--- config.mk ---
export PLATFORM = sky130hd
export DESIGN_NAME = pipe_stage_reg
export DESIGN_NICKNAME = d
export VERILOG_FILES = /design/src/rtl/pipe_pkg.sv /design/src/rtl/pipe_entry.sv /design/src/rtl/pipe_stage_reg.sv
export SDC_FILE = /design/constraint.sdc
export NUM_CORES = 1
export LEC_CHECK = 0
export ABC_AREA = 1
export BUFFER_PORTS_ARGS = -buffer_cell sky130_fd_sc_hd__buf_2
export CELL_PAD_IN_SITES_DETAIL_PLACEMENT = 2
export CELL_PAD_IN_SITES_GLOBAL_PLACEMENT = 2
export CORE_MARGIN = 2
export CORE_UTILIZATION = 26
export CTS_BUF_LIST = sky130_fd_sc_hd__clkbuf_16
export CTS_CLUSTER_SIZE = 14
export DETAILED_ROUTE_END_ITERATION = 7
export PLACE_DENSITY_LB_ADDON = 0.1
export SLEW_MARGIN = 40
export SYNTH_ARGS = -nofsm -noshare
export SYNTH_HDL_FRONTEND = slang
export SYNTH_SLANG_ARGS = --single-unit
--- constraint.sdc ---
create_clock -name clk_i -period 1.3 [get_ports clk_i]
set_input_delay 0.195 -clock clk_i [delete_from_list [all_inputs] [get_ports clk_i]]
set_output_delay 0.195 -clock clk_i [all_outputs]
set_load 0.01 [all_outputs]
--- src/rtl/pipe_pkg.sv ---
// Shared definitions for the generic pipeline-stage register.
//   PIPE_CTRL_W  : default width of the control bundle
//   PIPE_DATA_W  : default width of the data bundle
//   CTRL_BUBBLE  : control value presented downstream for an empty slot;
//                  all zeros, so RegWrite/MemWrite and friends stay inert
package pipe_pkg;

    localparam int PIPE_CTRL_W = 8;
    localparam int PIPE_DATA_W = 106;

    localparam logic [PIPE_CTRL_W-1:0] CTRL_BUBBLE = '0;

endpackage

--- src/rtl/pipe_entry.sv ---
// One storage slot of a pipeline stage: valid flag, control bundle, data bundle.
//   clk_i   : clock, rising edge
//   rst_i   : synchronous active-high reset; clears valid, ctrl and data
//   clr_i   : drops the entry (valid falls); data is left untouched
//   load_i  : captures ctrl_i/data_i and marks the slot valid
//   ctrl_i  : control bundle to capture
//   data_i  : data bundle to capture
//   valid_o : slot holds an entry
//   ctrl_o  : stored control, forced to the bubble value while the slot is empty
//   data_o  : stored data, keeps its last value while the slot is empty
module pipe_entry
    import pipe_pkg::*;
#(
    parameter int CTRL_W = PIPE_CTRL_W,
    parameter int DATA_W = PIPE_DATA_W
) (
    input  logic              clk_i,
    input  logic              rst_i,
    input  logic              clr_i,
    input  logic              load_i,
    input  logic [CTRL_W-1:0] ctrl_i,
    input  logic [DATA_W-1:0] data_i,
    output logic              valid_o,
    output logic [CTRL_W-1:0] ctrl_o,
    output logic [DATA_W-1:0] data_o
);

    logic              vld_p1;
    logic [CTRL_W-1:0] ctrl_p1;
    logic [DATA_W-1:0] data_p1;

    // stage register
    always_ff @(posedge clk_i) begin
        if (rst_i) begin
            vld_p1  <= 1'b0;
            ctrl_p1 <= '0;
            data_p1 <= '0;
        end else if (clr_i) begin
            vld_p1  <= 1'b0;
        end else if (load_i) begin
            vld_p1  <= 1'b1;
            ctrl_p1 <= ctrl_i;
            data_p1 <= data_i;
        end
    end

    assign valid_o = vld_p1;
    assign ctrl_o  = vld_p1 ? ctrl_p1 : CTRL_W'(CTRL_BUBBLE);
    assign data_o  = data_p1;

endmodule

--- src/rtl/pipe_stage_reg.sv ---
// Generic pipeline-stage register with valid/ready handshake, stall and flush.
//   clk_i   : clock, rising edge
//   rst_i   : synchronous active-high reset (beats flush and handshakes)
//   stall_i : output entry is not consumed this cycle
//   flush_i : kill held entries and any entry arriving this cycle
//   valid_i / ready_o / ctrl_i / data_i : upstream handshake and payload
//   valid_o / ready_i / ctrl_o / data_o : downstream handshake and payload
//   count_o : entries held (0..2, at most 1 when SKID=0)
// SKID=1 adds a second slot so ready_o comes straight from a flop; SKID=0
// uses one slot and a combinational ready_o.
module pipe_stage_reg
    import pipe_pkg::*;
#(
    parameter int CTRL_W = PIPE_CTRL_W,
    parameter int DATA_W = PIPE_DATA_W,
    parameter bit SKID   = 1'b1
) (
    input  logic              clk_i,
    input  logic              rst_i,
    input  logic              stall_i,
    input  logic              flush_i,
    input  logic              valid_i,
    output logic              ready_o,
    input  logic [CTRL_W-1:0] ctrl_i,
    input  logic [DATA_W-1:0] data_i,
    output logic              valid_o,
    input  logic              ready_i,
    output logic [CTRL_W-1:0] ctrl_o,
    output logic [DATA_W-1:0] data_o,
    output logic [1:0]        count_o
);

    logic              accept;
    logic              drain;
    logic              main_vld;
    logic              main_load;
    logic              main_clr;
    logic [CTRL_W-1:0] main_ctrl_d;
    logic [DATA_W-1:0] main_data_d;
    logic              skid_vld;
    logic [CTRL_W-1:0] skid_ctrl;
    logic [DATA_W-1:0] skid_data;

    assign accept = valid_i & ready_o;
    assign drain  = main_vld & ready_i & ~stall_i;

    generate
        if (SKID) begin : g_skid
            logic skid_load;
            logic skid_clr;

            // A drain with the skid full refills main from skid; otherwise an
            // accept goes to main when main is free (or freeing), else to skid.
            // ready_o is low while skid is full, so the input never competes
            // with the skid-to-main move.
            assign main_load   = ~flush_i & ((drain & skid_vld) |
                                             (accept & (~main_vld | drain)));
            assign main_clr    = flush_i | (drain & ~main_load);
            assign main_ctrl_d = skid_vld ? skid_ctrl : ctrl_i;
            assign main_data_d = skid_vld ? skid_data : data_i;
            assign skid_load   = ~flush_i & accept & main_vld & ~drain;
            assign skid_clr    = flush_i | (drain & skid_vld);

            pipe_entry #(
                .CTRL_W (CTRL_W),
                .DATA_W (DATA_W)
            ) u_skid (
                .clk_i   (clk_i),
                .rst_i   (rst_i),
                .clr_i   (skid_clr),
                .load_i  (skid_load),
                .ctrl_i  (ctrl_i),
                .data_i  (data_i),
                .valid_o (skid_vld),
                .ctrl_o  (skid_ctrl),
                .data_o  (skid_data)
            );

            assign ready_o = ~skid_vld;
        end else begin : g_flat
            assign skid_vld    = 1'b0;
            assign skid_ctrl   = '0;
            assign skid_data   = '0;
            assign main_load   = ~flush_i & accept;
            assign main_clr    = flush_i | (drain & ~accept);
            assign main_ctrl_d = ctrl_i;
            assign main_data_d = data_i;
            assign ready_o     = ~main_vld | (ready_i & ~stall_i);
        end
    endgenerate

    pipe_entry #(
        .CTRL_W (CTRL_W),
        .DATA_W (DATA_W)
    ) u_main (
        .clk_i   (clk_i),
        .rst_i   (rst_i),
        .clr_i   (main_clr),
        .load_i  (main_load),
        .ctrl_i  (main_ctrl_d),
        .data_i  (main_data_d),
        .valid_o (main_vld),
        .ctrl_o  (ctrl_o),
        .data_o  (data_o)
    );

    assign valid_o = main_vld;
    // skid is only ever occupied while main is, so the sum is a 2-bit add
    assign count_o = {main_vld & skid_vld, main_vld ^ skid_vld};

endmodule

# Word-level counts from Yosys, hierarchy flattened
# Cells that the tools add are included.
[op_classes]
muxes = 3
n_bitwise = 24
n_reduce_logical = 4
[op_table]
columns = ["cell", "count"]
rows = [
  ["$mux 106", 1],
  ["$mux 8", 2],
  ["$and 1x1->1", 11],
  ["$not 1->1", 8],
  ["$or 1x1->1", 4],
  ["$reduce_and 2->1", 2],
  ["$reduce_or 2->1", 2],
  ["$xor 1x1->1", 1],
]
[word_totals]
register_bits = 230
input_bits = 120
word_cells = 37

# Longest topological paths before layout
# Gate-level depths: netlist of the first run.
[logic_depth]
depth_word = 11
mapped_depth = 10

# Hierarchy
# From an unflattened synthesis of the first run, not the netlist that was laid out.
[hier_totals]
cells_unflattened = 1898
area_unflattened_um2 = 11414.7
[by_module_without_submodules]
columns = ["module", "instances", "cells_each", "area_each_um2", "seq_area_each_um2"]
rows = [
  ["pipe_entry", 2, 757, 4939.7, 2302.2],
  ["pipe_stage_reg", 1, 384, 1535.2, 0.0],
]

# Least setup slack after synthesis of the first run
# OpenSTA, ideal clock, no wires.
[synth_timing]
kind = "reg-to-reg"
startpoint = "register u_main.vld_p1, in the netlist u_main.valid_o"
endpoint = "register g_skid.u_skid.data_p1[46], in the netlist g_skid.u_skid.data_o[46]"
setup_ns = 0.116
arrival_time_ns = 1.332
t_required_ns = 1.184
setup_slack_ns = -0.148
stages_incl_launch_ff = 9
synth_period_minus_slack_ns = 1.448
path_cell_list = "dfxtp_1 -> buf_4 -> inv_2 -> a21oi_4 -> nand2_2 -> buf_6 -> clkbuf_2 -> o21ai_0 -> nor2_1"
[synth_via]
elab_chain_len = 6
[synth_lines]
columns = ["element", "line_no", "text"]
rows = [
  ["start: declaration", "pipe_entry.sv:28", "logic vld_p1;"],
  ["start signal: assignment", "pipe_entry.sv:35", "vld_p1 <= 1'b0;"],
  ["start signal: assignment", "pipe_entry.sv:39", "vld_p1 <= 1'b0;"],
  ["start signal: assignment", "pipe_entry.sv:41", "vld_p1 <= 1'b1;"],
  ["$and 1x1->1 (2 in a row)", "pipe_stage_reg.sv:45", "assign drain = main_vld & ready_i & ~stall_i;"],
  ["$and 1x1->1", "pipe_stage_reg.sv:62", "assign skid_clr = flush_i | (drain & skid_vld);"],
  ["$or 1x1->1", "pipe_stage_reg.sv:62", ""],
  ["$not 1->1 (no line)", "--", ""],
  ["$reduce_and 2->1 (no line) *", "--", ""],
  ["end signal: assignment", "pipe_entry.sv:43", "data_p1 <= data_i;"],
  ["end: declaration", "pipe_entry.sv:30", "logic [DATA_W-1:0] data_p1;"],
]
# Every way passes the cells marked *; elsewhere a longest branch is shown, timed or not.
# A chain may end at the register's enable or synchronous reset.

# Final worst setup path of the first run
[layout_timing]
startpoint = "register u_main.vld_p1, in the netlist u_main.valid_o"
endpoint = "register u_main.data_p1[61], in the netlist u_main.data_o[61]"
[layout_via]
elab_chain_len = 11
[layout_lines]
columns = ["element", "line_no", "text"]
rows = [
  ["$and 1x1->1 (2 in a row)", "pipe_stage_reg.sv:45", ""],
  ["$or 1x1->1", "pipe_stage_reg.sv:57", "(accept & (~main_vld | drain)));"],
  ["$and 1x1->1", "pipe_stage_reg.sv:57", ""],
  ["$or 1x1->1", "pipe_stage_reg.sv:56", "assign main_load = ~flush_i & ((drain & skid_vld) |"],
  ["$and 1x1->1", "pipe_stage_reg.sv:56", ""],
  ["$not 1->1", "pipe_stage_reg.sv:58", "assign main_clr = flush_i | (drain & ~main_load);"],
  ["$and 1x1->1", "pipe_stage_reg.sv:58", ""],
  ["$or 1x1->1", "pipe_stage_reg.sv:58", ""],
  ["$not 1->1 (no line)", "--", ""],
  ["$reduce_and 2->1 (no line) *", "--", ""],
  ["end signal: assignment", "pipe_entry.sv:43", ""],
  ["end: declaration", "pipe_entry.sv:30", ""],
]
# Marks and branches as above.

==> impl_metrics.csv, run 1 <==
group,metric,value,unit
run_status,outcome,"finished, violations left",
run_status,failed_checks,"negative setup slack",
global_route,top_usage_layer,"met2",
final_layout,final_nets,2065,
sta,fmax,0.594,GHz
sta,finalMaxSlewViolations,0,
yosys,yosys_warnings,0,
yosys,ys_seq_area_share,44.9,%
global_route,met2_usage,41.2,%
sta,tightest_slew,0.439,ns
placed_design,placedInstanceArea,0.0124,mm2
worst_setup_path,cp_slowest_cell,"dfxtp_4",
floorplanning,rows,72,
worst_setup_path,required,1.78,ns
clock_tree,h-tree-depth,1,
pwr,pwr_density_cell,1030,mW/mm2
global_route,grt_pass1_vias,13000,
clock_tree,cts-buffers-inserted,30,
final_layout,finalInstanceArea,0.0178,mm2
final_layout,post-route-util,46.0,%
yosys,netlist_top_cells_area,"dfxtp_1 (45%), nor2_1 (13%), a21oi_1 (11%)",
route,vias,12100,
placed_design,portBuffers,237,
floorplanning,fp.dieW,203,um
final_layout,drive_gt1_share,37.1,%
yosys,syn_area,0.0102,mm2
route,routed_wirelength,52000,um
hold_path,hp-class,"input pin to flop",
global_route,grt_overflow,0,
sta,finClkSkew,0.0106,ns
worst_setup_path,crit_path_start_kind,"flop",
worst_setup_path,critPathTopFamily,"buffers and inverters",
sta,setup_viol,243,
final_layout,fill_cells,4309,
route,drt_drc_violations_left,0,
placed_design,place_congestion,0.714,
sta,hold_viol,0,
final_layout,regArea,0.00463,mm2
floorplanning,die_area,0.0410,mm2
sta,fin_hold_ws,0.257,ns
sta,timing.final.crit_period,1.68,ns
floorplanning,floorplan.die.height,203,um
yosys,synth_common_cells,"nor2_1 (344), nand2_1 (238), a21oi_1 (230), dfxtp_1 (230), inv_1 (125)",
global_route,grt_pass1_wl,73300,um
route,ant_nets,0,
route,drt-pass1-iter-count,4,
route,drtIter0Drc,427,
yosys,synth_fp_nets,1651,
pwr,power,18.3,mW
clock_tree,clockRootBuffer,"clkbuf_16",
global_route,antenna_found_initial,4,
sta,tns,-65.21,ns
yosys,synth_cells,1530,
worst_setup_path,crit_path_max_incr_delay,0.37,ns
worst_setup_path,crit_path_end_kind,"flop",
placed_design,detailed_place_hpwl,25900,um
yosys,synthFlopType,"dfxtp_1",
global_route,grt_usage,22.4,%
clock_tree,cts_tree,"done",
placed_design,pre_cts_slack,-0.159,ns
yosys,yosys_register_bits,230,
global_route,grt_use_met1,27.5,%
clock_tree,clockBufferDepth,3,
sta,fin_crit_sh,129,%
yosys,async_flop_share,0,%
floorplanning,core_area,0.0387,mm2
global_route,met3_usage,2.66,%
yosys,synth.most_common_cell,"nor2_1",
job,cap_violations,0,
sta,slew_headroom,70.7,%
yosys,yosys.area.top_type,"dfxtp_1",
route,wl_per_cell,20.9,um
worst_setup_path,worstPathMaxFanout,9,
sta,rsz0062_at_grt,"true",
yosys,ys_types,21,
pwr,p_leak,8.52,nW
worst_setup_path,critPathKind,"flop to flop",
worst_setup_path,crit_chain,"buf_6, inv_4, a21oi_4, buf_6, nor2_4, buf_12, buf_12, buf_16, nand3_1, nand2_1, nor2_1",
yosys,postSynthAreaPerCell,6.70,um2
global_route,grt_max_degree,86,
clock_tree,clock_sinks,230,
yosys,synth_top_area_share,44.9,%
worst_setup_path,cp.buffers_inverters,6,
route,routed_via_density,4.84,
sta,fin_ws,-0.383,ns
clock_tree,clk_pin_slew,0.06,ns
floorplanning,start_util,26.5,%
final_layout,area_growth,74.0,%
clock_tree,clk_latency,0.56,ns
pwr,ir_drop,0.895,mV
floorplanning,ios,238,
final_layout,stdcell_count,2491,
placed_design,place_inst,2228,
final_layout,multi_input_comb_area,0.00602,mm2
yosys,synth_edf_count,0,
worst_setup_path,worstPathArrival,2.16,ns
## state kept, by name, indices dropped and copies added (netlist names)
| register | count |
|---|---|
| g_skid.u_skid.data_o | 106 |
| u_main.data_o | 106 |
| g_skid.u_skid.ctrl_p1 | 8 |
| u_main.ctrl_p1 | 8 |
| g_skid.u_skid.valid_o | 1 |
| u_main.valid_o | 1 |
## cell usage in the layout (no fill, tap or decap), types with 32 or more instances in the layout
| cell type | Yosys | layout |
|---|---|---|
| nand3_1 | 114 | 82 |
| inv_1 | 125 | 128 |
| a21oi_1 | 230 | 190 |
| nor2_4 | 0 | 76 |
| a21oi_2 | 0 | 32 |
| dlygate4sd3_1 | 0 | 116 |
| nor2_1 | 344 | 210 |
| o21ai_2 | 0 | 45 |
| nor2_2 | 2 | 60 |
| buf_12 | 0 | 49 |
| nand2_1 | 238 | 224 |
| clkbuf_16 | 0 | 40 |
| buf_6 | 9 | 38 |
| o21ai_1 | 24 | 39 |
| buf_2 | 60 | 225 |
| dfxtp_1 | 230 | 212 |
## worst min-delay path, stage by stage
cell     delay [ns]
buf_2          0.16
nor2_4         0.08
buf_12         0.16
a21oi_1        0.13
nor2_1         0.05
## path summary, 6_finish.rpt
kind                                                     start                        endpoint  slack, ns  cells past startpoint
worst max-delay path               u_main.valid_o$_SDFFE_PP0P_  u_main.data_o[61]$_SDFFE_PP0P_      -0.38                     11
worst min-delay path                                   flush_i     u_main.valid_o$_SDFFE_PP0P_       0.26                      5
worst max register to register     u_main.valid_o$_SDFFE_PP0P_  u_main.data_o[61]$_SDFFE_PP0P_      -0.38                     11
worst min register to register  u_main.data_o[22]$_SDFFE_PP0P_  u_main.data_o[22]$_SDFFE_PP0P_       0.48                      2
## cell families (layout without fill, tap and decap cells)
kind of cell,after synthesis,count (layout),share of synthesized area (%)
and+or+nand+nor,701,702,27.2
AOI/OAI and AO/OA,345,345,17.0
buffers and inverters,253,690,10.8
DFF,230,230,44.9
adders and majority gates,1,1,0.122
other,0,5,0
## timing repair
item                                    in CTS  in global routing
buffers inserted                            36                 15
gates cloned                                31                 11
hold buffers                               116                  0
resized for setup                          208                384
endpoints found under the hold margin      153                  0
pin swaps                                   50                 86
endpoints found under the setup margin     247                259
## report_power, final
part | total, mW | internal (mW) | switching [mW] | leakage, nW
clock | 7.61 | 4.24 | 3.37 | 0.465
combinational | 3.13 | 1.49 | 1.64 | 6.17
sequential | 7.57 | 7.35 | 0.219 | 1.88
## cell type report
type | instances | share of cell area [%]
multi-input cells | 1048 | 33.7
diodes | 5 | 0.0702
well taps | 518 | 3.63
flip-flops and latches | 230 | 26.0
inverters | 128 | 2.88
clock inverters | 25 | 0.533
repair buffers | 505 | 28.7
repair inverters | 1 | 0.168
clock buffers | 31 | 4.35
## metal layers
layer	wire [um]	vias to the layer above
met2	27200	237
met4	1430	0
met1	21600	6020
li1	-	5727
met5	0	-
met3	1760	74
No activity file was read; power rests on OpenSTA's default activity.
==> run 2, diff against run 1 <==
--- a/config.mk
+++ b/config.mk
@@ -10,7 +10,7 @@
 export CELL_PAD_IN_SITES_DETAIL_PLACEMENT = 2
 export CELL_PAD_IN_SITES_GLOBAL_PLACEMENT = 2
 export CORE_MARGIN = 2
-export CORE_UTILIZATION = 26
+export CORE_UTILIZATION = 29
 export CTS_BUF_LIST = sky130_fd_sc_hd__clkbuf_16
 export CTS_CLUSTER_SIZE = 14
 export DETAILED_ROUTE_END_ITERATION = 7
==> constraint.sdc (replaced) <==
create_clock -name clk_i -period 1.75 [get_ports clk_i]
set_input_delay 0.2625 -clock clk_i [delete_from_list [all_inputs] [get_ports clk_i]]
set_output_delay 0.2625 -clock clk_i [all_outputs]
set_load 0.01 [all_outputs]
==> run 2 against run 1 <==
The run now ends clean. Sequential share of layout area increased by 7.9 points. Routed wire length decreased by 25%. Critical path type is now flop to primary output. Clock power decreased by 26%. Worst hold slack got worse by 0.25 ns. Global-route usage decreased by 1.3 points. Via count decreased by 9.5%. Non-clock buffer count decreased by 173. First-iteration DRC count decreased by 14%. Largest power group unchanged. Critical path depth decreased by 8. Combinational power decreased by 50%. Die area decreased by 10%. Power decreased by 30%.
==> impl_metrics.csv, run 2 (synthesis gave the netlist of run 1 again) <==
group,metric,value,unit
run_status,outcome,"complete, no violations",
global_route,grt_overflow,0,
clock_tree,clock_sinks,230,
final_layout,layout_commonest_cell,"nor2_1",
floorplanning,ios,238,
route,routed_wirelength,39100,um
route,routed_via_density,4.86,
clock_tree,h-tree-depth,1,
floorplanning,fp.dieW,192,um
route,drt_drc_violations_left,0,
sta,finalMaxSlewViolations,0,
job,cap_violations,0,
sta,slew_headroom,72.4,%
floorplanning,rows,68,
final_layout,drive_gt1_share,18.0,%
placed_design,portBuffers,237,
clock_tree,clk_latency,0.54,ns
final_layout,finalInstanceArea,0.0136,mm2
pwr,ir_drop,0.633,mV
final_layout,area_growth,32.7,%
sta,fin_crit_sh,95.8,%
worst_setup_path,crit_path_start_kind,"flop",
route,drtIter0Drc,368,
sta,fin_ws,0.0736,ns
final_layout,post-route-util,39.2,%
clock_tree,cts-buffers-inserted,29,
sta,rsz0062_at_grt,"false",
pwr,p_leak,6.79,nW
sta,fmax,0.597,GHz
floorplanning,core_area,0.0347,mm2
worst_setup_path,worstPathMaxFanout,29,
worst_setup_path,r2r_setup_slack,0.21,ns
route,vias,10900,
pwr,power,12.8,mW
sta,finClkSkew,0.00872,ns
hold_path,hp-class,"input pin to flop",
final_layout,final_cell_mix,"nor2_1 (344), nand2_1 (237), buf_2 (236)",
route,drt-pass1-iter-count,4,
floorplanning,die_area,0.0369,mm2
clock_tree,clockBufferDepth,3,
clock_tree,cts_tree,"done",
route,wl_per_cell,17.4,um
placed_design,detailed_place_hpwl,22800,um
floorplanning,start_util,29.5,%
global_route,grt_pass1_wl,62300,um
placed_design,pre_cts_slack,0.195,ns
pwr,pwr_density_cell,942,mW/mm2
global_route,antenna_found_initial,0,
sta,tightest_slew,0.414,ns
global_route,grt_pass1_vias,11500,
global_route,grt_max_degree,81,
final_layout,final_nets,1889,
sta,hold_viol,0,
floorplanning,floorplan.die.height,192,um
placed_design,place_congestion,0.701,
global_route,grt_usage,21.1,%
clock_tree,clk_pin_slew,0.06,ns
worst_setup_path,crit_path_end_kind,"primary output",
worst_setup_path,critPathKind,"flop to primary output",
sta,timing.final.crit_period,1.68,ns
clock_tree,clockRootBuffer,"clkbuf_16",
worst_setup_path,required,1.49,ns
sta,setup_viol,0,
placed_design,placedInstanceArea,0.0119,mm2
route,ant_nets,0,
worst_setup_path,worstPathArrival,1.41,ns
[run 2: cell type report]
class                           instances  area (um2)
Multi-Input combinational cell       1047        4570
Tap cell                              455         569
Timing Repair Buffer                  332        2480
Fill cell                            4150       21100
Inverter                              128         490
Clock inverter                         24         158
Sequential cell                       230        4610
Clock buffer                           29         726
Antenna cell                            1        2.50
[run 2: per-layer routing]
layer  GRT usage (%)  up-vias  wire [um]
li1                -     5332          -
met5               0        -          0
met3            2.17       42       1220
met1            26.9     5366      17700
met2            38.7      171      19500
met4            3.79        0        618
[run 2: worst max-delay path, stage by stage (launching register included)]
cell     delay [ns]
dfxtp_4        0.37
inv_4          0.10
buf_16         0.23
buf_2          0.17
[run 2: final timing paths]
| check | cells after the start | from | end |
|---|---|---|---|
| setup / recovery | 3 | g_skid.u_skid.valid_o$_SDFFE_PP0P_ | ready_o |
| hold / removal | 3 | data_i[24] | g_skid.u_skid.data_o[24]$_SDFFE_PP0P_ |
| setup reg to reg | 8 | g_skid.u_skid.valid_o$_SDFFE_PP0P_ | g_skid.u_skid.ctrl_p1[2]$_SDFFE_PP0P_ |
| hold reg to reg | 2 | u_main.data_o[53]$_SDFFE_PP0P_ | u_main.data_o[53]$_SDFFE_PP0P_ |
[run 2: power breakdown]
part / total [mW] / switching (mW) / internal (mW) / leakage [nW]
combinational: 1.58 / 0.897 / 0.680 / 4.46
sequential: 5.58 / 0.126 / 5.46 / 1.88
clock: 5.66 / 2.39 / 3.27 / 0.458
[run 2: what timing repair did]
action / in CTS / in global routing
hold buffers: 62 / 0
hold endpoints to repair: 62 / 0
setup endpoints to repair: 3 / 7
setup buffers: 2 / 0
gates cloned: 4 / 0
resized for setup: 4 / 4
[run 2: stage by stage]
stage / hold WS (ns) / setup TNS, ns / instances
3_3_place_gp: 0.456 / 0 / 2124
2_1_floorplan: 0.410 / 0 / 1530
5_1_grt: 0.0168 / 0 / 2245
4_1_cts: 0.000466 / -0.0188 / 2245
6_report: 0.00802 / 0 / 2246
3_5_place_dp: 0.466 / 0 / 2124
==> run 3, diff against run 2 <==
--- a/config.mk
+++ b/config.mk
@@ -5,12 +5,11 @@
 export SDC_FILE = /design/constraint.sdc
 export NUM_CORES = 1
 export LEC_CHECK = 0
-export ABC_AREA = 1
 export BUFFER_PORTS_ARGS = -buffer_cell sky130_fd_sc_hd__buf_2
 export CELL_PAD_IN_SITES_DETAIL_PLACEMENT = 2
 export CELL_PAD_IN_SITES_GLOBAL_PLACEMENT = 2
 export CORE_MARGIN = 2
-export CORE_UTILIZATION = 29
+export CORE_UTILIZATION = 32
 export CTS_BUF_LIST = sky130_fd_sc_hd__clkbuf_16
 export CTS_CLUSTER_SIZE = 14
 export DETAILED_ROUTE_END_ITERATION = 7
==> run 3 against run 2 <==
Synthesized cell count fell by 22%. Critical path depth rose by 2. Synthesized area rose by 0.96%. Sequential power barely moved. Utilization rose by 5.5 points. Largest cell class is now multi-input combinational cells.
==> impl_metrics.csv, run 3 <==
group,metric,value,unit
run_status,outcome,"complete, no violations",
yosys,synthFlopType,"dfxtp_1",
final_layout,fill_cells,3482,
pwr,p_leak,5.53,nW
final_layout,drive_gt1_share,26.4,%
pwr,pwr_density_cell,902,mW/mm2
hold_path,hold_depth,3,
sta,fin_hold_ws,0.0228,ns
placed_design,detailed_place_hpwl,23000,um
pwr,ir_drop,0.631,mV
route,vias,10400,
yosys,synth_common_cells,"dfxtp_1 (230), a21oi_1 (115), inv_1 (115)",
hold_path,hp-class,"input pin to flop",
yosys,synth.most_common_cell,"dfxtp_1",
route,routed_wirelength,41000,um
sta,timing.final.crit_period,1.71,ns
yosys,ys_types,29,
yosys,ys_seq_area_share,44.5,%
worst_setup_path,critPathTopFamily,"compound AO/OA/AOI/OAI gates",
sta,tightest_slew,0.661,ns
worst_setup_path,critPathKind,"flop to flop",
sta,setup_viol,0,
worst_setup_path,path_depth,5,
yosys,yosys_warnings,0,
final_layout,layout_commonest_cell,"buf_2",
floorplanning,die_area,0.0338,mm2
sta,fmax,0.585,GHz
job,cap_violations,0,
placed_design,portBuffers,237,
pwr,power,12.8,mW
floorplanning,core_area,0.0317,mm2
floorplanning,rows,65,
sta,finalMaxSlewViolations,0,
route,routed_via_density,5.52,
final_layout,multi_input_comb_area,0.00477,mm2
yosys,async_flop_share,0,%
global_route,antenna_found_initial,2,
worst_setup_path,r2r-start,"g_skid.u_skid.valid_o$_SDFFE_PP0P_",
clock_tree,cts_tree,"done",
yosys,synth_edf_count,0,
yosys,syn_area,0.0103,mm2
global_route,grt_overflow,0,
global_route,grt_pass1_wl,63600,um
worst_setup_path,required,2.19,ns
worst_setup_path,crit_path_max_incr_delay,0.37,ns
worst_setup_path,cp.buffers_inverters,2,
sta,finClkSkew,0.0119,ns
placed_design,place_congestion,0.708,
floorplanning,start_util,32.6,%
route,drtIter0Drc,447,
sta,rsz0062_at_grt,"true",
global_route,grt_usage,23.4,%
final_layout,final_cell_mix,"buf_2 (235), dfxtp_1 (228), inv_1 (122)",
global_route,grt_pass1_vias,11100,
clock_tree,clk_pin_slew,0.06,ns
sta,hold_viol,0,
clock_tree,clockRootBuffer,"clkbuf_16",
final_layout,regArea,0.00461,mm2
worst_setup_path,crit_chain,"buf_4, mux2i_1, a211o_4, buf_12, a221oi_1",
clock_tree,cts-buffers-inserted,28,
clock_tree,clk_latency,0.54,ns
global_route,grt_max_degree,116,
route,drt_drc_violations_left,0,
final_layout,area_growth,36.9,%
sta,fin_crit_sh,97.6,%
worst_setup_path,ff2ff_path_depth,5,
hold_path,hold_start,"data_i[70]",
yosys,synth_cells,1194,
final_layout,final_nets,1593,
yosys,postSynthAreaPerCell,8.67,um2
clock_tree,h-tree-depth,1,
yosys,yosys.area.top_type,"dfxtp_1",
worst_setup_path,crit_path_end_kind,"flop",
floorplanning,ios,238,
yosys,yosys_register_bits,230,
route,wl_per_cell,21.7,um
worst_setup_path,cp_slowest_cell,"dfxtp_4",
clock_tree,clockBufferDepth,3,
yosys,synth_top_area_share,44.5,%
floorplanning,floorplan.die.height,184,um
route,ant_nets,0,
yosys,synth_fp_nets,1315,
route,drt-pass1-iter-count,4,
final_layout,post-route-util,44.7,%
worst_setup_path,crit_path_start_kind,"flop",
clock_tree,clock_sinks,230,
worst_setup_path,startpoint,"g_skid.u_skid.valid_o$_SDFFE_PP0P_",
sta,slew_headroom,55.9,%
yosys,netlist_top_cells_area,"dfxtp_1 (44%), o2bb2ai_1 (9.6%), a221oi_2 (8.1%)",
worst_setup_path,worstPathArrival,2.14,ns
worst_setup_path,worstPathMaxFanout,44,
floorplanning,fp.dieW,184,um
## run 3: cell count changes in the layout (fill, tap and decap cells not counted), moves of 8 or more
cell / delta
nand2_1: -236
nor2_1: -230
a21oi_1: -115
o2bb2ai_1: +114
a221oi_2: +62
a221oi_1: +51
dlygate4sd3_1: +43
o21ai_0: +24
o21ai_1: -24
buf_4: +16
inv_1: -9
and2_1: +8
## run 3: final cells by class
class,instances,area share (%)
timing repair buffer,391,21.3
tap,402,3.55
sequential,230,32.5
clock inverter,16,0.654
inverter,116,3.09
clock buffer,29,5.12
antenna,1,0.0177
multi-input combinational,705,33.7
## run 3: kinds of logic after synthesis
logic type	synth area share [%]
AOI/OAI and AO/OA	34.1
buffers and inverters	10.6
and+or+nand+nor	10.6
DFF	44.5
muxes	0.0967
adders and majority gates	0.121
## run 3: final timing paths
check,endpoint,slack (ns)
min,g_skid.u_skid.data_o[70]$_SDFFE_PP0P_,0.02
max reg2reg,u_main.data_o[81]$_SDFFE_PP0P_,0.04
min reg2reg,u_main.data_o[54]$_SDFFE_PP0P_,0.46
max,u_main.data_o[81]$_SDFFE_PP0P_,0.04
## run 3: stage by stage
step | setup TNS, ns | setup WS (ns) | area (um2) | instances
after floorplan | 0 | 0.116 | 10300 | 1194
after global placement | 0 | 0.144 | 12100 | 1731
after detailed placement | 0 | 0.115 | 12100 | 1731
after CTS | 0 | 0.00197 | 14000 | 1886
after global routing | -0.0746 | -0.0185 | 14200 | 1889
final | 0 | 0.0415 | 14200 | 1890
## run 3: layer usage
| metal | global-route usage [%] | vias to the layer above | wire length, um |
|---|---|---|---|
| met5 | 0 | - | 13 |
| met4 | 6.24 | 2 | 924 |
| met3 | 3.11 | 57 | 1460 |
| met2 | 40.9 | 224 | 20100 |
| met1 | 30.4 | 5280 | 18500 |
| li1 | - | 4862 | - |
## run 3: what timing repair did
| item | CTS | global route |
|---|---|---|
| hold buffers | 105 | 0 |
| endpoints found under the hold margin | 105 | 0 |
| setup buffers | 4 | 1 |
| resized for setup | 4 | 13 |
| pin swaps | 0 | 2 |
| endpoints found under the setup margin | 3 | 48 |
| gates cloned | 1 | 2 |
## run 3: tightest hold or removal path, stage by stage
cell     delay [ns]
buf_2          0.11
nand3_1        0.07
a21oi_1        0.07
## run 3: where the power goes
group          internal [mW]  leakage, nW  switching [mW]
clock                   3.08        0.425            2.28
combinational          0.809         3.22            1.03
sequential              5.45         1.88           0.126
total                   9.34         5.53            3.43
